$ cat config.mk
export PLATFORM = sky130hd
export DESIGN_NAME = numlock_button_conditioner_flat
export DESIGN_NICKNAME = d
export VERILOG_FILES = /design/src/rtl/numlock_button_conditioner_pkg.sv /design/src/rtl/numlock_button_conditioner_if.sv /design/src/rtl/numlock_button_conditioner_debounce_ch.sv /design/src/rtl/numlock_button_conditioner.sv /design/src/flat_wrapper.sv
export SDC_FILE = /design/constraint.sdc
export NUM_CORES = 1
export LEC_CHECK = 0
export ABC_AREA = 1
export BUFFER_PORTS_ARGS = -buffer_cell sky130_fd_sc_hd__buf_2
export CAP_MARGIN = 20
export CORE_MARGIN = 1.5
export CORE_UTILIZATION = 48
export DETAILED_ROUTE_END_ITERATION = 6
export HOLD_SLACK_MARGIN = 0.1
export PLACE_DENSITY_LB_ADDON = 0.15
export SYNTH_ARGS = -nofsm -noshare
export SYNTH_HDL_FRONTEND = slang
export SYNTH_SLANG_ARGS = --single-unit
$ cat constraint.sdc
create_clock -name Clk -period 2.11 [get_ports Clk]
set_input_delay 0.211 -clock Clk [delete_from_list [all_inputs] [get_ports Clk]]
set_output_delay 0.211 -clock Clk [all_outputs]
set_load 0.005 [all_outputs]
$ cat src/rtl/numlock_button_conditioner_pkg.sv
// Shared types and default timing for the number-lock button conditioner.
// Optional feature macro: NUMLOCK_AUTOREPEAT_EN (auto-repeat while a button is held).
package numlock_button_conditioner_pkg;

    localparam int unsigned DEF_DEB_COUNT    = 500000;
    localparam int unsigned DEF_REPEAT_COUNT = 25000000;
    localparam int unsigned DEF_CNT_W        = 25;

    typedef enum logic [2:0] {
        IDLE   = 3'd0,
        WQ_PRS = 3'd1,
        PULSE  = 3'd2,
        HELD   = 3'd3,
        WQ_REL = 3'd4
    } ch_state_t;

endpackage

$ cat src/rtl/numlock_button_conditioner_if.sv
// Button-side bundle: raw button inputs and conditioned pulse/level outputs.
interface numlock_button_conditioner_if;

    logic btn_u_raw;
    logic btn_z_raw;
    logic u;
    logic z;
    logic u_db;
    logic z_db;

    modport master (
        output btn_u_raw, btn_z_raw,
        input  u, z, u_db, z_db
    );

    modport slave (
        input  btn_u_raw, btn_z_raw,
        output u, z, u_db, z_db
    );

endinterface

$ cat src/rtl/numlock_button_conditioner_debounce_ch.sv
// One button channel: 2-flop synchroniser, debounce FSM with counter, registered pulse/level.
// NUMLOCK_AUTOREPEAT_EN enables periodic pulses while the button stays held.
module numlock_debounce_ch
    import numlock_button_conditioner_pkg::*;
#(
    parameter int unsigned DEB_COUNT    = DEF_DEB_COUNT,
    parameter int unsigned REPEAT_COUNT = DEF_REPEAT_COUNT,
    parameter int unsigned CNT_W        = DEF_CNT_W
) (
    input  logic Clk,
    input  logic reset,
    input  logic btn_raw,
    output logic pulse,
    output logic db
);

    localparam logic [CNT_W-1:0] DEB_LAST = CNT_W'(DEB_COUNT - 1);
    localparam logic [CNT_W-1:0] REP_LAST = CNT_W'(REPEAT_COUNT - 1);

    logic             s1, btn_s;
    ch_state_t        state, state_n;
    logic [CNT_W-1:0] cnt, cnt_n;
    logic             pulse_n, db_n;

    always_ff @(posedge Clk or negedge reset) begin
        if (!reset) begin
            s1    <= 1'b0;
            btn_s <= 1'b0;
        end else begin
            s1    <= btn_raw;
            btn_s <= s1;
        end
    end

    always_ff @(posedge Clk or negedge reset) begin
        if (!reset) begin
            state <= IDLE;
            cnt   <= '0;
            pulse <= 1'b0;
            db    <= 1'b0;
        end else begin
            state <= state_n;
            cnt   <= cnt_n;
            pulse <= pulse_n;
            db    <= db_n;
        end
    end

    always_comb begin
        state_n = state;
        cnt_n   = cnt;
        pulse_n = 1'b0;
        case (state)
            IDLE: begin
                if (btn_s) state_n = WQ_PRS;
            end
            WQ_PRS: begin
                if (!btn_s)               state_n = IDLE;
                else if (cnt == DEB_LAST) state_n = PULSE;
                else                      cnt_n   = cnt + 1'b1;
            end
            PULSE: begin
                state_n = HELD;
            end
            HELD: begin
                if (!btn_s) begin
                    state_n = WQ_REL;
                end else if (cnt == REP_LAST) begin
`ifdef NUMLOCK_AUTOREPEAT_EN
                    pulse_n = 1'b1;
                    cnt_n   = '0;
`else
                    cnt_n   = cnt;
`endif
                end else begin
                    cnt_n = cnt + 1'b1;
                end
            end
            WQ_REL: begin
                if (btn_s)                state_n = HELD;
                else if (cnt == DEB_LAST) state_n = IDLE;
                else                      cnt_n   = cnt + 1'b1;
            end
            default: state_n = IDLE;
        endcase

        // Outputs are decoded from the next state so they register alongside it.
        if (state_n != state) cnt_n = '0;
        if (state_n == PULSE) pulse_n = 1'b1;
        db_n = (state_n == PULSE) || (state_n == HELD) || (state_n == WQ_REL);
    end

endmodule

$ cat src/rtl/numlock_button_conditioner.sv
// Conditions the U and Z push-buttons into single-cycle press pulses for the lock FSM.
// NUMLOCK_AUTOREPEAT_EN enables auto-repeat pulses on held buttons.
module numlock_button_conditioner
    import numlock_button_conditioner_pkg::*;
#(
    parameter int unsigned DEB_COUNT    = DEF_DEB_COUNT,
    parameter int unsigned REPEAT_COUNT = DEF_REPEAT_COUNT,
    parameter int unsigned CNT_W        = DEF_CNT_W
) (
    input  logic                          Clk,
    input  logic                          reset,
    numlock_button_conditioner_if.slave   btn
);

    numlock_debounce_ch #(
        .DEB_COUNT    (DEB_COUNT),
        .REPEAT_COUNT (REPEAT_COUNT),
        .CNT_W        (CNT_W)
    ) u_ch_u (
        .Clk     (Clk),
        .reset   (reset),
        .btn_raw (btn.btn_u_raw),
        .pulse   (btn.u),
        .db      (btn.u_db)
    );

    numlock_debounce_ch #(
        .DEB_COUNT    (DEB_COUNT),
        .REPEAT_COUNT (REPEAT_COUNT),
        .CNT_W        (CNT_W)
    ) u_ch_z (
        .Clk     (Clk),
        .reset   (reset),
        .btn_raw (btn.btn_z_raw),
        .pulse   (btn.z),
        .db      (btn.z_db)
    );

endmodule

$ cat src/flat_wrapper.sv
// flat-port wrapper written by rule: the top's interface ports become plain ports
module numlock_button_conditioner_flat import numlock_button_conditioner_pkg::*;
#(
    parameter int unsigned DEB_COUNT    = DEF_DEB_COUNT,
    parameter int unsigned REPEAT_COUNT = DEF_REPEAT_COUNT,
    parameter int unsigned CNT_W        = DEF_CNT_W
)
  (Clk, reset, btn_btn_u_raw, btn_btn_z_raw, btn_u, btn_z, btn_u_db, btn_z_db);
  numlock_button_conditioner_if btn_i ();
  input  logic Clk;
  input  logic reset;
  input wire logic [$bits(btn_i.btn_u_raw)-1:0] btn_btn_u_raw;
  input wire logic [$bits(btn_i.btn_z_raw)-1:0] btn_btn_z_raw;
  output wire logic [$bits(btn_i.u)-1:0] btn_u;
  output wire logic [$bits(btn_i.z)-1:0] btn_z;
  output wire logic [$bits(btn_i.u_db)-1:0] btn_u_db;
  output wire logic [$bits(btn_i.z_db)-1:0] btn_z_db;
  assign btn_i.btn_u_raw = btn_btn_u_raw;
  assign btn_i.btn_z_raw = btn_btn_z_raw;
  assign btn_u = btn_i.u;
  assign btn_z = btn_i.z;
  assign btn_u_db = btn_i.u_db;
  assign btn_z_db = btn_i.z_db;
  numlock_button_conditioner #(.DEB_COUNT(DEB_COUNT), .REPEAT_COUNT(REPEAT_COUNT), .CNT_W(CNT_W)) u_core (.Clk(Clk), .reset(reset), .btn(btn_i));
endmodule
==> run metrics <==
pin slew with the least headroom to its limit=~0.59 ns; core area=about 8600 sq um; Initial Utilization=~49%; clock insertion delay at the later pin of the skew report=~0.35 ns; register area share after synthesis=between 30% and 40%; initial antenna violation count=0; r2r startpoint=u_core.u_ch_z.cnt[1]$_DFFE_PN0P_; Sequential Area=1600 sq um; vias=between 4000 and 5000; 1st-pass router iterations=5; Root Buffer=clkbuf_8; cell count of the worst reg-to-reg path=14; GPL Wtd Cong=0.892; die width=97.0 um; placed wire-length estimate=6620 um; Hold Path Sink=u_core.u_ch_z.btn_s$_DFF_PN0_; Global Route Usage Sum=between 20% and 30%; FF-to-FF End=u_core.u_ch_z.cnt[7]$_DFFE_PN0P_; largest net degree at the start of global routing=65; NetSw=840 uW; Overall Power=2930 uW; critical path's largest stage delay=0.38 ns; ANT cells=0; commonest non-fill, non-tap cell in the layout=nand2_1; Rows=34; Non-Filler Instances=just under 800; Worst-path clk slew=about 0.080 ns; nets=between 600 and 700; Internal=roughly 2100 uW; Min Clock Period, post-route=1.99 ns; Hold Path Class=flip-flop to flip-flop; I/O Buffers=7; worst-path fanout max=6; CTS Buf Count=9; Synth warnings=0; static leakage=0.00221 uW; part of the power in registers=43.7%; Post-Synth Simple-Gate Area=roughly 47%; Slew Viols, Final=0; setup violation total in the final timing report=0; Syn Inst Count=630; clock share of power=around 40%; # fillers=around 830; Cell Count Post-Placement=745; first-pass GRT wire length=approximately 17000 um; Post-Syn Area=between 4000 and 5000 sq um; critical path's top delay family=simple AND/OR/NAND/NOR gates; CP bufs+invs=3; hold path depth=0; Post-Synth XOR/XNOR Area=less than 1%; power per cell area=599 nW/um^2; DR WL/cell=approximately 13 um; CP Launch Type=flip-flop; Compound-Gate Fraction of Synth Area=around 2.7%; Worst Skew=roughly 0.014 ns; via/cell ratio=5.36; Peak VDD IR=roughly 0.00042 V; final antenna-violating net count=0; mux contribution to synthesized area=0%; slowest CP cell=dfrtp_1; Most common cell on crit path=nand2_2; status=finished clean; Switching Fraction=28.6%; Synth Register Bits=64; Area Overhead vs Synth=15.5%; data required time of the worst path=approximately 2.4 ns; DR iter-0 viols=310; ratio of cells with drive above 1 in the final layout=between 10% and 20%; combinational power share=between 15 and 20%; die height=slightly below 100 um; area of the multi-input gates=roughly 2300 sq um; WP data arrival=between 2 and 2.5 ns; Post-Syn Nets=636; Synth cell types=34; vias in the first global route=approximately 3700; die area=between 9000 and 10000 sq um; Fmax=approximately 500 MHz; final hold vios=0; largest family of logic cells by synthesized area=simple AND/OR/NAND/NOR gates; critical path, cell by cell=ha_2 -> nand2_2 -> inv_2 -> nand2_2 -> buf_4 -> nor2_4 -> nand3_2 -> nand2_2 -> nand2_1 -> nand2_2 -> a21oi_2 -> nand2_2 -> clkbuf_16 -> nor2_1; CTS tree=built; Sink Count=64; Routed WL=just over 10000 um; number of max-cap violations=0; # IOs=8; relative slew slack=60.8%; Synth Area in Adders=less than 1%; Syn Area/Cell=between 6 and 7 sq um; Hold Path Origin=u_core.u_ch_z.s1$_DFF_PN0_; most frequent cells in the layout=173 x nand2_1, 103 x nor2_1, 82 x inv_1, 64 x dfrtp_1, 61 x nand3_1; H-tree depth=3; crit share post-route=94.5%; WS Path Type=flip-flop to flip-flop; Worst setup EP type=flip-flop; CTS Buffer Depth=2; total grt overflow=0; R2R Setup Slk=around 0.12 ns; DRC viols=0
-- stage by stage --
stage | TNS (ns) | util, % | cell area (sq um) | setup WS [ns] | hold WS, ns
global route | -0.233 | 56.8 | 4900 | -0.0237 | 0.376
CTS | 0 | 54.6 | 4720 | 0.0271 | 0.362
detailed placement | -1.59 | 51.6 | 4450 | -0.128 | 0.260
floorplan | 0 | - | 4240 | 0.337 | -0.0846
finish | 0 | 56.8 | 4900 | 0.116 | 0.358
global placement | -0.191 | 51.6 | 4450 | -0.0730 | 0.257
-- flip-flops by register name, summed over array words and instances (netlist names) --
signal / flops
u_core.u_ch_u.state: 3
u_core.u_ch_z.s1: 1
u_core.u_ch_z.state: 3
u_core.u_ch_u.s1: 1
u_core.u_ch_u.db: 1
u_core.u_ch_z.db: 1
u_core.u_ch_u.cnt: 25
u_core.u_ch_z.cnt: 25
u_core.u_ch_u.btn_s: 1
u_core.u_ch_z.pulse: 1
u_core.u_ch_u.pulse: 1
u_core.u_ch_z.btn_s: 1
-- layout make-up --
| cell class | count | area share [%] |
|---|---|---|
| clock buffer | 9 | 2.53 |
| clock inverter | 7 | 1.94 |
| inverter | 87 | 6.77 |
| multi-input combinational | 465 | 46.4 |
| sequential | 64 | 32.7 |
| tap | 108 | 2.76 |
| timing repair buffer | 33 | 6.92 |
-- logic make-up after synthesis --
logic type,count (synthesis)
buffers and inverters,104
XOR/XNOR,3
AND/OR/NAND/NOR,437
flip-flops,64
AO/OA/AOI/OAI,20
adder cells (fa/ha/maj),2
-- power groups by stage --
stage                     registers [uW]  clock network [uW]  logic, uW
after floorplan                     1300                   0        281
after global placement              1300                   0        383
after detailed placement            1300                   0        389
after CTS                           1280                1210        402
after global routing                1280                1260        515
final                               1280                1190        468
-- what timing repair did --
action | CTS | global route
cloned | 1 | 5
hold buffers | 3 | 0
pin swaps | 1 | 12
hold endpoints to repair | 66 | 0
buffers inserted | 0 | 3
setup endpoints to repair | 25 | 50
gates resized for setup | 2 | 22
-- how the worst max path moves through the flow --
stage / start / to / cells after the start
finish: u_core.u_ch_z.cnt[1]$_DFFE_PN0P_ / u_core.u_ch_z.cnt[7]$_DFFE_PN0P_ / 14
global route: u_core.u_ch_z.cnt[1]$_DFFE_PN0P_ / u_core.u_ch_z.cnt[14]$_DFFE_PN0P_ / 14
CTS: u_core.u_ch_u.cnt[0]$_DFFE_PN0P_ / u_core.u_ch_u.cnt[18]$_DFFE_PN0P_ / 9
detailed placement: u_core.u_ch_z.cnt[1]$_DFFE_PN0P_ / u_core.u_ch_z.cnt[8]$_DFFE_PN0P_ / 12
global placement: u_core.u_ch_z.cnt[1]$_DFFE_PN0P_ / u_core.u_ch_z.cnt[8]$_DFFE_PN0P_ / 13
floorplan: u_core.u_ch_u.cnt[0]$_DFFE_PN0P_ / u_core.u_ch_u.cnt[24]$_DFFE_PN0P_ / 15
-- cell usage after synthesis (all sizes together) --
master  number  area [sq um]
nand4       37           231
nand3       67           373
a211oi       1          7.51
xor2         3          26.3
ha           2          25.0
inv         86           325
o21ai       11          55.1
clkinv       1          3.75
a31o         1          8.76
a32oi        1          8.76
nand2      185           722
nand3b       2          15.0
nor2       122           510
nor3        17           100
buf         17           149
nor4         4          25.0
nor3b        2          15.0
o21bai       1          7.51
a21oi        4          20.0
o22ai        1          6.26
or2          1          6.26
dfrtp       64          1600
-- metal layers --
layer,global-route usage (%),vias up,routed length [um]
met3,2.75,14,522
met4,6.80,0,144
met5,0,-,0
met2,33.0,117,4650
li1,-,2068,-
met1,32.7,1944,5080
-- worst reg2reg max path, cell delays in order (launching register included) --
cell and delay [ns]:
dfrtp_1 0.38, ha_2 0.20, nand2_2 0.06, inv_2 0.07, nand2_2 0.05, buf_4 0.14
nor2_4 0.11, nand3_2 0.11, nand2_2 0.12, nand2_1 0.06, nand2_2 0.09, a21oi_2 0.06
nand2_2 0.20, clkbuf_16 0.21, nor2_1 0.04
(Power assumes the default switching activity.)
